## src/rtl/vga_comp_pkg.sv

```systemverilog
// Shared constants and helpers for the VGA layer compositor.
// Blink logic is built only when VGA_COMP_BLINK_EN is defined.
package vga_comp_pkg;

  localparam int unsigned DEFAULT_NUM_LAYERS   = 18;
  localparam int unsigned DEFAULT_COLOR_W      = 3;
  localparam int unsigned DEFAULT_SPLIT_Y      = 400;
  localparam int unsigned DEFAULT_BLINK_FRAMES = 30;

  localparam int unsigned COORD_W = 10;

  localparam logic [2:0] COLOR_BLACK = 3'b000;
  localparam logic [2:0] COLOR_BLUE  = 3'b001;

  // Width of the frame counter; never below one bit so BLINK_FRAMES=1 still elaborates.
  function automatic int unsigned blink_cnt_w(input int unsigned frames);
    int unsigned w;
    w = (frames > 1) ? $clog2(frames) : 1;
    return w;
  endfunction

endpackage

```

## src/rtl/vga_layer_compositor_if.sv

```systemverilog
// Pixel-side bus of the compositor: layer inputs, raw syncs in, composed colour and syncs out.
interface vga_layer_compositor_if
  import vga_comp_pkg::*;
#(
  parameter int unsigned NUM_LAYERS = DEFAULT_NUM_LAYERS,
  parameter int unsigned COLOR_W    = DEFAULT_COLOR_W
);

  logic                          pixel_tick;
  logic                          video_on;
  logic [COORD_W-1:0]            pixel_x;
  logic [COORD_W-1:0]            pixel_y;
  logic                          hsync_in;
  logic                          vsync_in;
  logic [NUM_LAYERS-1:0]         layer_on;
  logic [NUM_LAYERS*COLOR_W-1:0] layer_rgb;
  logic [NUM_LAYERS-1:0]         blink_mask;
  logic [COLOR_W-1:0]            bg_top;
  logic [COLOR_W-1:0]            bg_bottom;
  logic [COLOR_W-1:0]            rgb;
  logic                          hsync_out;
  logic                          vsync_out;
  logic                          blink_phase;

  modport master (
    output pixel_tick, video_on, pixel_x, pixel_y, hsync_in, vsync_in,
    output layer_on, layer_rgb, blink_mask, bg_top, bg_bottom,
    input  rgb, hsync_out, vsync_out, blink_phase
  );

  modport slave (
    input  pixel_tick, video_on, pixel_x, pixel_y, hsync_in, vsync_in,
    input  layer_on, layer_rgb, blink_mask, bg_top, bg_bottom,
    output rgb, hsync_out, vsync_out, blink_phase
  );

endinterface

```

## src/rtl/vga_priority_sel.sv

```systemverilog
// Lowest-index-wins layer selector: reports whether any layer hits and returns its colour.
module vga_priority_sel #(
  parameter int unsigned NUM_LAYERS = 18,
  parameter int unsigned COLOR_W    = 3
) (
  input  logic [NUM_LAYERS-1:0]         eff_on_i,
  input  logic [NUM_LAYERS*COLOR_W-1:0] layer_rgb_i,
  output logic                          hit_o,
  output logic [COLOR_W-1:0]            col_o
);

  // Scan from the lowest priority upward so the last assignment is the winning layer.
  always_comb begin
    hit_o = 1'b0;
    col_o = '0;
    for (int i = NUM_LAYERS - 1; i >= 0; i--) begin
      if (eff_on_i[i]) begin
        hit_o = 1'b1;
        col_o = layer_rgb_i[i*COLOR_W +: COLOR_W];
      end
    end
  end

endmodule

```

## src/rtl/vga_layer_compositor.sv

```systemverilog
// Two-stage pixel compositor: layer priority, split background, optional frame blink
// (VGA_COMP_BLINK_EN), with syncs delayed to stay aligned with the colour output.
module vga_layer_compositor
  import vga_comp_pkg::*;
#(
  parameter int unsigned NUM_LAYERS   = DEFAULT_NUM_LAYERS,
  parameter int unsigned COLOR_W      = DEFAULT_COLOR_W,
  parameter int unsigned SPLIT_Y      = DEFAULT_SPLIT_Y,
  parameter int unsigned BLINK_FRAMES = DEFAULT_BLINK_FRAMES
) (
  input logic                    clk,
  input logic                    reset,
  vga_layer_compositor_if.slave  bus
);

  localparam logic [COORD_W-1:0] SplitYCoord = COORD_W'(SPLIT_Y);

  logic                  blink_phase;
  logic [NUM_LAYERS-1:0] eff_on;
  logic                  hit_c;
  logic [COLOR_W-1:0]    col_c;

  // Stage 1 state
  logic               hit1_q, hit1_d;
  logic [COLOR_W-1:0] col1_q, col1_d;
  logic               below1_q, below1_d;
  logic [COLOR_W-1:0] bg_top1_q, bg_top1_d;
  logic [COLOR_W-1:0] bg_bot1_q, bg_bot1_d;
  logic               von1_q, von1_d;
  logic               hs1_q, hs1_d;
  logic               vs1_q, vs1_d;

  // Stage 2 state
  logic [COLOR_W-1:0] rgb_q, rgb_d;
  logic               hs2_q, hs2_d;
  logic               vs2_q, vs2_d;

`ifdef VGA_COMP_BLINK_EN
  localparam int unsigned       CntW   = blink_cnt_w(BLINK_FRAMES);
  localparam logic [CntW-1:0]   CntMax = CntW'(BLINK_FRAMES - 1);

  logic [CntW-1:0] cnt_q, cnt_d;
  logic            phase_q, phase_d;
  logic            frame_evt;

  always_comb begin
    frame_evt = bus.pixel_tick && (bus.pixel_x == '0) && (bus.pixel_y == '0);
    cnt_d     = cnt_q;
    phase_d   = phase_q;
    if (frame_evt) begin
      if (cnt_q == CntMax) begin
        cnt_d   = '0;
        phase_d = ~phase_q;
      end else begin
        cnt_d = cnt_q + CntW'(1);
      end
    end
  end

  always_ff @(posedge clk or posedge reset) begin
    if (reset) begin
      cnt_q   <= '0;
      phase_q <= 1'b0;
    end else begin
      cnt_q   <= cnt_d;
      phase_q <= phase_d;
    end
  end

  assign blink_phase = phase_q;
`else
  logic unused_blink_inputs;

  assign unused_blink_inputs = ^{bus.blink_mask, bus.pixel_x};
  assign blink_phase         = 1'b0;
`endif

  // Hidden blinking layers drop out of the hit vector, exposing whatever lies beneath.
  assign eff_on = bus.layer_on & ~(bus.blink_mask & {NUM_LAYERS{blink_phase}});

  vga_priority_sel #(
    .NUM_LAYERS (NUM_LAYERS),
    .COLOR_W    (COLOR_W)
  ) u_priority_sel (
    .eff_on_i    (eff_on),
    .layer_rgb_i (bus.layer_rgb),
    .hit_o       (hit_c),
    .col_o       (col_c)
  );

  always_comb begin
    hit1_d    = hit_c;
    col1_d    = col_c;
    below1_d  = (bus.pixel_y > SplitYCoord);
    bg_top1_d = bus.bg_top;
    bg_bot1_d = bus.bg_bottom;
    von1_d    = bus.video_on;
    hs1_d     = bus.hsync_in;
    vs1_d     = bus.vsync_in;
  end

  always_ff @(posedge clk or posedge reset) begin
    if (reset) begin
      hit1_q    <= 1'b0;
      col1_q    <= '0;
      below1_q  <= 1'b0;
      bg_top1_q <= '0;
      bg_bot1_q <= '0;
      von1_q    <= 1'b0;
      hs1_q     <= 1'b1;
      vs1_q     <= 1'b1;
    end else if (bus.pixel_tick) begin
      hit1_q    <= hit1_d;
      col1_q    <= col1_d;
      below1_q  <= below1_d;
      bg_top1_q <= bg_top1_d;
      bg_bot1_q <= bg_bot1_d;
      von1_q    <= von1_d;
      hs1_q     <= hs1_d;
      vs1_q     <= vs1_d;
    end
  end

  always_comb begin
    rgb_d = bg_top1_q;
    if (!von1_q) begin
      rgb_d = COLOR_W'(COLOR_BLACK);
    end else if (hit1_q) begin
      rgb_d = col1_q;
    end else if (below1_q) begin
      rgb_d = bg_bot1_q;
    end
    hs2_d = hs1_q;
    vs2_d = vs1_q;
  end

  always_ff @(posedge clk or posedge reset) begin
    if (reset) begin
      rgb_q <= '0;
      hs2_q <= 1'b1;
      vs2_q <= 1'b1;
    end else if (bus.pixel_tick) begin
      rgb_q <= rgb_d;
      hs2_q <= hs2_d;
      vs2_q <= vs2_d;
    end
  end

  assign bus.rgb         = rgb_q;
  assign bus.hsync_out   = hs2_q;
  assign bus.vsync_out   = vs2_q;
  assign bus.blink_phase = blink_phase;

endmodule

```

## src/flat_wrapper.sv

```systemverilog
// flat-port wrapper written by rule: the top's interface ports become plain ports
module vga_layer_compositor_flat import vga_comp_pkg::*;
#(
  parameter int unsigned NUM_LAYERS   = DEFAULT_NUM_LAYERS,
  parameter int unsigned COLOR_W      = DEFAULT_COLOR_W,
  parameter int unsigned SPLIT_Y      = DEFAULT_SPLIT_Y,
  parameter int unsigned BLINK_FRAMES = DEFAULT_BLINK_FRAMES
)
  (clk, reset, bus_pixel_tick, bus_video_on, bus_pixel_x, bus_pixel_y, bus_hsync_in, bus_vsync_in, bus_layer_on, bus_layer_rgb, bus_blink_mask, bus_bg_top, bus_bg_bottom, bus_rgb, bus_hsync_out, bus_vsync_out, bus_blink_phase);
  vga_layer_compositor_if #(.NUM_LAYERS(NUM_LAYERS), .COLOR_W(COLOR_W)) bus_i ();
  input logic clk;
  input logic reset;
  input wire logic [$bits(bus_i.pixel_tick)-1:0] bus_pixel_tick;
  input wire logic [$bits(bus_i.video_on)-1:0] bus_video_on;
  input wire logic [$bits(bus_i.pixel_x)-1:0] bus_pixel_x;
  input wire logic [$bits(bus_i.pixel_y)-1:0] bus_pixel_y;
  input wire logic [$bits(bus_i.hsync_in)-1:0] bus_hsync_in;
  input wire logic [$bits(bus_i.vsync_in)-1:0] bus_vsync_in;
  input wire logic [$bits(bus_i.layer_on)-1:0] bus_layer_on;
  input wire logic [$bits(bus_i.layer_rgb)-1:0] bus_layer_rgb;
  input wire logic [$bits(bus_i.blink_mask)-1:0] bus_blink_mask;
  input wire logic [$bits(bus_i.bg_top)-1:0] bus_bg_top;
  input wire logic [$bits(bus_i.bg_bottom)-1:0] bus_bg_bottom;
  output wire logic [$bits(bus_i.rgb)-1:0] bus_rgb;
  output wire logic [$bits(bus_i.hsync_out)-1:0] bus_hsync_out;
  output wire logic [$bits(bus_i.vsync_out)-1:0] bus_vsync_out;
  output wire logic [$bits(bus_i.blink_phase)-1:0] bus_blink_phase;
  assign bus_i.pixel_tick = bus_pixel_tick;
  assign bus_i.video_on = bus_video_on;
  assign bus_i.pixel_x = bus_pixel_x;
  assign bus_i.pixel_y = bus_pixel_y;
  assign bus_i.hsync_in = bus_hsync_in;
  assign bus_i.vsync_in = bus_vsync_in;
  assign bus_i.layer_on = bus_layer_on;
  assign bus_i.layer_rgb = bus_layer_rgb;
  assign bus_i.blink_mask = bus_blink_mask;
  assign bus_i.bg_top = bus_bg_top;
  assign bus_i.bg_bottom = bus_bg_bottom;
  assign bus_rgb = bus_i.rgb;
  assign bus_hsync_out = bus_i.hsync_out;
  assign bus_vsync_out = bus_i.vsync_out;
  assign bus_blink_phase = bus_i.blink_phase;
  vga_layer_compositor #(.NUM_LAYERS(NUM_LAYERS), .COLOR_W(COLOR_W), .SPLIT_Y(SPLIT_Y), .BLINK_FRAMES(BLINK_FRAMES)) u_core (.clk(clk), .reset(reset), .bus(bus_i));
endmodule
```

## config.mk

```make
export PLATFORM = sky130hd
export DESIGN_NAME = vga_layer_compositor_flat
export DESIGN_NICKNAME = d
export VERILOG_FILES = /design/src/rtl/vga_comp_pkg.sv /design/src/rtl/vga_layer_compositor_if.sv /design/src/rtl/vga_priority_sel.sv /design/src/rtl/vga_layer_compositor.sv /design/src/flat_wrapper.sv
export SDC_FILE = /design/constraint.sdc
export NUM_CORES = 1
export LEC_CHECK = 0
export ABC_CLOCK_PERIOD_IN_PS = 1480
export BUFFER_PORTS_ARGS = -buffer_cell sky130_fd_sc_hd__buf_2
export CAP_MARGIN = 5
export CORE_ASPECT_RATIO = 1.25
export CORE_MARGIN = 2
export CORE_UTILIZATION = 37
export DETAILED_ROUTE_END_ITERATION = 10
export PLACE_DENSITY = 0.77
export SKIP_LAST_GASP = 1
export SLEW_MARGIN = 10
export SYNTH_ARGS = -nofsm -noshare
export SYNTH_HDL_FRONTEND = slang
export SYNTH_SLANG_ARGS = --single-unit
```

## constraint.sdc

```tcl
create_clock -name clk -period 1.48 [get_ports clk]
set_clock_uncertainty 0.15 [all_clocks]
set_input_delay 0.296 -clock clk [delete_from_list [all_inputs] [get_ports clk]]
set_output_delay 0.296 -clock clk [all_outputs]
set_load 0.02 [all_outputs]
```

==> results.py <==
metrics = {
    "global_routing": {
        "grt_pass1_vias": 1623,
        "grt_max_degree": 20,
        "grtUsageTotal": 0.195,
        "grt_first_pass_wirelength_mm": 6.53,
        "antenna_found_initial": 0,
        "globalRoute.totalOverflow": 0,
    },
    "detailed_routing": {
        "drc": 6,
        "drtIter0Drc": 59,
        "routed_via_density": 5.20,
        "wl_per_cell_um": 12.4,
        "dr_total_vias": 1675,
        "antenna_left": 0,
        "drt_first_pass_iters": 7,
        "route.top_layer_used": "met4",
        "drt-met1-wl_mm": 1.52,
        "route.met2.wl_mm": 2.14,
        "route.met3.wl_um": 283,
        "routed_wl_mm": 3.99,
    },
    "layout": {
        "drive_gt1_frac": 0.509,
        "fillers": 335,
        "nets": 406,
        "area_growth_pct": 55.8,
        "layoutNonFillerInstCount": 322,
        "diodes": 0,
    },
    "floorplanning": {
        "die_h_um": 72.3,
        "io_pins": 128,
        "rows": 24,
        "start_util": 0.390,
        "coreArea_mm2": 0.00354,
        "die-area_mm2": 0.00424,
        "die_w_um": 58.7,
    },
    "outcome": {
        "violations": "design-rule violations",
        "outcome": "complete, but fails checks",
    },
    "placement": {
        "numPortBuffers": 98,
        "place.gp.congestion": 0.770,
        "preCtsSetupSlack_ns": -0.275,
        "place.detailed.hpwl_mm": 3.43,
        "dp.cells": 317,
    },
    "clocking": {
        "cts.sinks": 19,
        "cts-root-buf": "clkbuf_8",
        "cts_tree": "done",
        "clk_pin_slew_ns": 0.07,
        "cts_setup_buffers": 0,
        "cts_buffers": 3,
        "ctsHtreeMaxLevel": 1,
        "worstSkewPairLatency_ns": 0.26,
        "clock_path_buffers": 2,
    },
    "logic_synthesis": {
        "syn_avg_cell_area_um2": 8.38,
        "async_flop_share": 1.00,
        "yosys_warnings": 0,
        "ys_seq_area_frac": 0.348,
        "netlist_instances": 165,
        "netlist_area_mm2": 0.00138,
        "synth_cell_types": 37,
        "ys_ff_latch": 19,
        "ys.flop_type": "dfrtp_1",
        "syn-num-nets": 287,
        "synth_edf_count": 0,
    },
    "worst_setup_path": {
        "max_stage_delay_ns": 0.53,
        "rr_worst_depth": 4,
        "required_ns": 1.03,
        "critical_path_class": "reg -> out",
        "startpoint_type": "flop",
        "endpoint": "bus_hsync_out",
        "endpoint_kind": "output port",
        "rrSetupSlack_ns": 0.22,
        "crit_start": "u_core.bus.hsync_out",
        "cp_num_cells": 1,
        "cp.arrival_ns": 0.95,
        "path_delay_family": "flip-flops",
        "rr_startpoint": "u_core.below1_q",
        "crit_path_max_fanout": 2,
        "worst-path-buf-inv": 1,
        "critPathSlowestCell": "dfstp_2",
        "crit_chain": "buf_2",
        "regToRegEndpoint": "u_core.bus.rgb[0]",
    },
    "timing": {
        "hold-worst-slack_ns": 0.112,
        "rsz0062_at_grt": "no",
        "min_period_ns": 1.40,
        "setup_viol": 0,
        "drv_slew": 0,
        "finalCritPeriodShare": 0.943,
        "fmax_mhz": 717,
        "hold_violations": 0,
        "setup_ws_ns": 0.0850,
    },
    "min_path": {
        "hold_class": "in -> reg",
        "hp-start": "bus_video_on",
    },
    "pwr": {
        "leakage_nw": 1.07,
        "power_frac_seq": 0.425,
        "power.switching_uw": 425,
        "p_per_area_mw_per_mm2": 673,
        "power_frac_clock": 0.258,
        "pwr-share-comb": 0.317,
        "sw_frac_of_total": 0.293,
        "ir_drop_v": 0.000336,
        "p_int_mw": 1.02,
    },
    "run": {
        "cap_violations": 0,
    },
}
==> how the worst min path moves through the flow <==
stage,endpoint,slack (ns),depth (start not counted)
3_3_place_gp,u_core.bus.rgb[0],0.17,3
2_1_floorplan,u_core.below1_q,0.09,1
3_5_place_dp,u_core.bus.rgb[2],0.17,3
6_report,u_core.von1_q,0.11,2
4_1_cts,u_core.von1_q,0.11,2
5_1_grt,u_core.von1_q,0.11,2
==> routing by layer <==
metal	vias to the layer above	global-route usage
met5	-	0
met4	0	0.0606
met3	5	0.0374
met2	71	0.380
met1	752	0.204
li1	847	-
==> Yosys cell counts, types with 4 or more instances <==
cell type | number | area share
nor2_1 | 11 | 0.030
nand4_1 | 4 | 0.018
dfrtp_1 | 15 | 0.27
nand2_1 | 17 | 0.046
mux2_2 | 11 | 0.090
nor2b_1 | 9 | 0.041
dfstp_2 | 4 | 0.076
a21oi_1 | 22 | 0.080
a221oi_1 | 4 | 0.025
inv_1 | 13 | 0.035
o21ai_0 | 10 | 0.036
nand3b_1 | 4 | 0.022
==> timing repair <==
item / in CTS / in global routing
hold endpoints to repair: 15 / 0
pin swaps: 0 / 1
gates resized for setup: 1 / 2
hold buffers: 1 / 0
setup endpoints to repair: 1 / 3
==> logic make-up after synthesis <==
family,after synthesis,share of synthesized area
buffers and inverters,17,0.0507
muxes,14,0.111
DFF,19,0.348
and+or+nand+nor,58,0.232
other,1,0.00271
AOI/OAI and AO/OA,56,0.256
==> sequential cells by signal (all words and copies together), names as in the netlist <==
name,cells
u_core.bg_bot1_q,3
u_core.bg_top1_q,3
u_core.bus.rgb,3
u_core.col1_q,3
u_core.below1_q,1
u_core.bus.hsync_out,1
u_core.bus.vsync_out,1
u_core.hit1_q,1
u_core.hs1_q,1
u_core.von1_q,1
u_core.vs1_q,1
==> cell type report <==
| class | instances | area [um^2] | share of cell area |
|---|---|---|---|
| Tap cell | 39 | 48.8 | 0.0226 |
| Inverter | 13 | 48.8 | 0.0226 |
| Clock buffer | 3 | 41.3 | 0.0192 |
| Multi-Input combinational cell | 129 | 860 | 0.399 |
| Timing Repair Buffer | 118 | 668 | 0.310 |
| Sequential cell | 19 | 480 | 0.223 |
| Clock inverter | 1 | 7.51 | 0.00348 |
==> power groups by stage <==
stage	clock [mW]	sequential (mW)	combinational [mW]
6_report	0.373	0.616	0.460
5_1_grt	0.400	0.624	0.513
4_1_cts	0.384	0.617	0.463
3_5_place_dp	0	0.627	0.458
3_3_place_gp	0	0.623	0.447
2_1_floorplan	0	0.644	0.189
==> stage by stage <==
stage	utilization	setup TNS, ns	power, mW	instance area, um^2
after floorplan	-	-0.0149	0.834	1390
after global placement	0.587	-0.764	1.07	2080
after detailed placement	0.587	-0.861	1.08	2080
after CTS	0.605	0	1.46	2140
after global routing	0.608	0	1.54	2150
final	0.608	0	1.45	2150
==> cell usage in the layout, fill, tap and decap left out, types with 2 or more instances in the layout <==
| master | n |
|---|---|
| dfstp_2 | 4 |
| nand3b_1 | 4 |
| o211ai_1 | 3 |
| dfrtp_1 | 15 |
| a21oi_1 | 22 |
| nand2b_1 | 2 |
| o21ai_0 | 10 |
| nor2_1 | 11 |
| a211oi_1 | 2 |
| o22ai_1 | 3 |
| o31ai_1 | 2 |
| a41o_1 | 2 |
| buf_2 | 98 |
| nand2_1 | 17 |
| nor2b_1 | 9 |
| a221oi_1 | 3 |
| nand4_1 | 4 |
| mux2_2 | 11 |
| buf_12 | 2 |
| inv_1 | 13 |
| or2_4 | 2 |
| clkbuf_8 | 3 |
| buf_4 | 17 |
| mux2i_1 | 3 |
| or4_1 | 2 |
(Power assumes the default switching activity.)
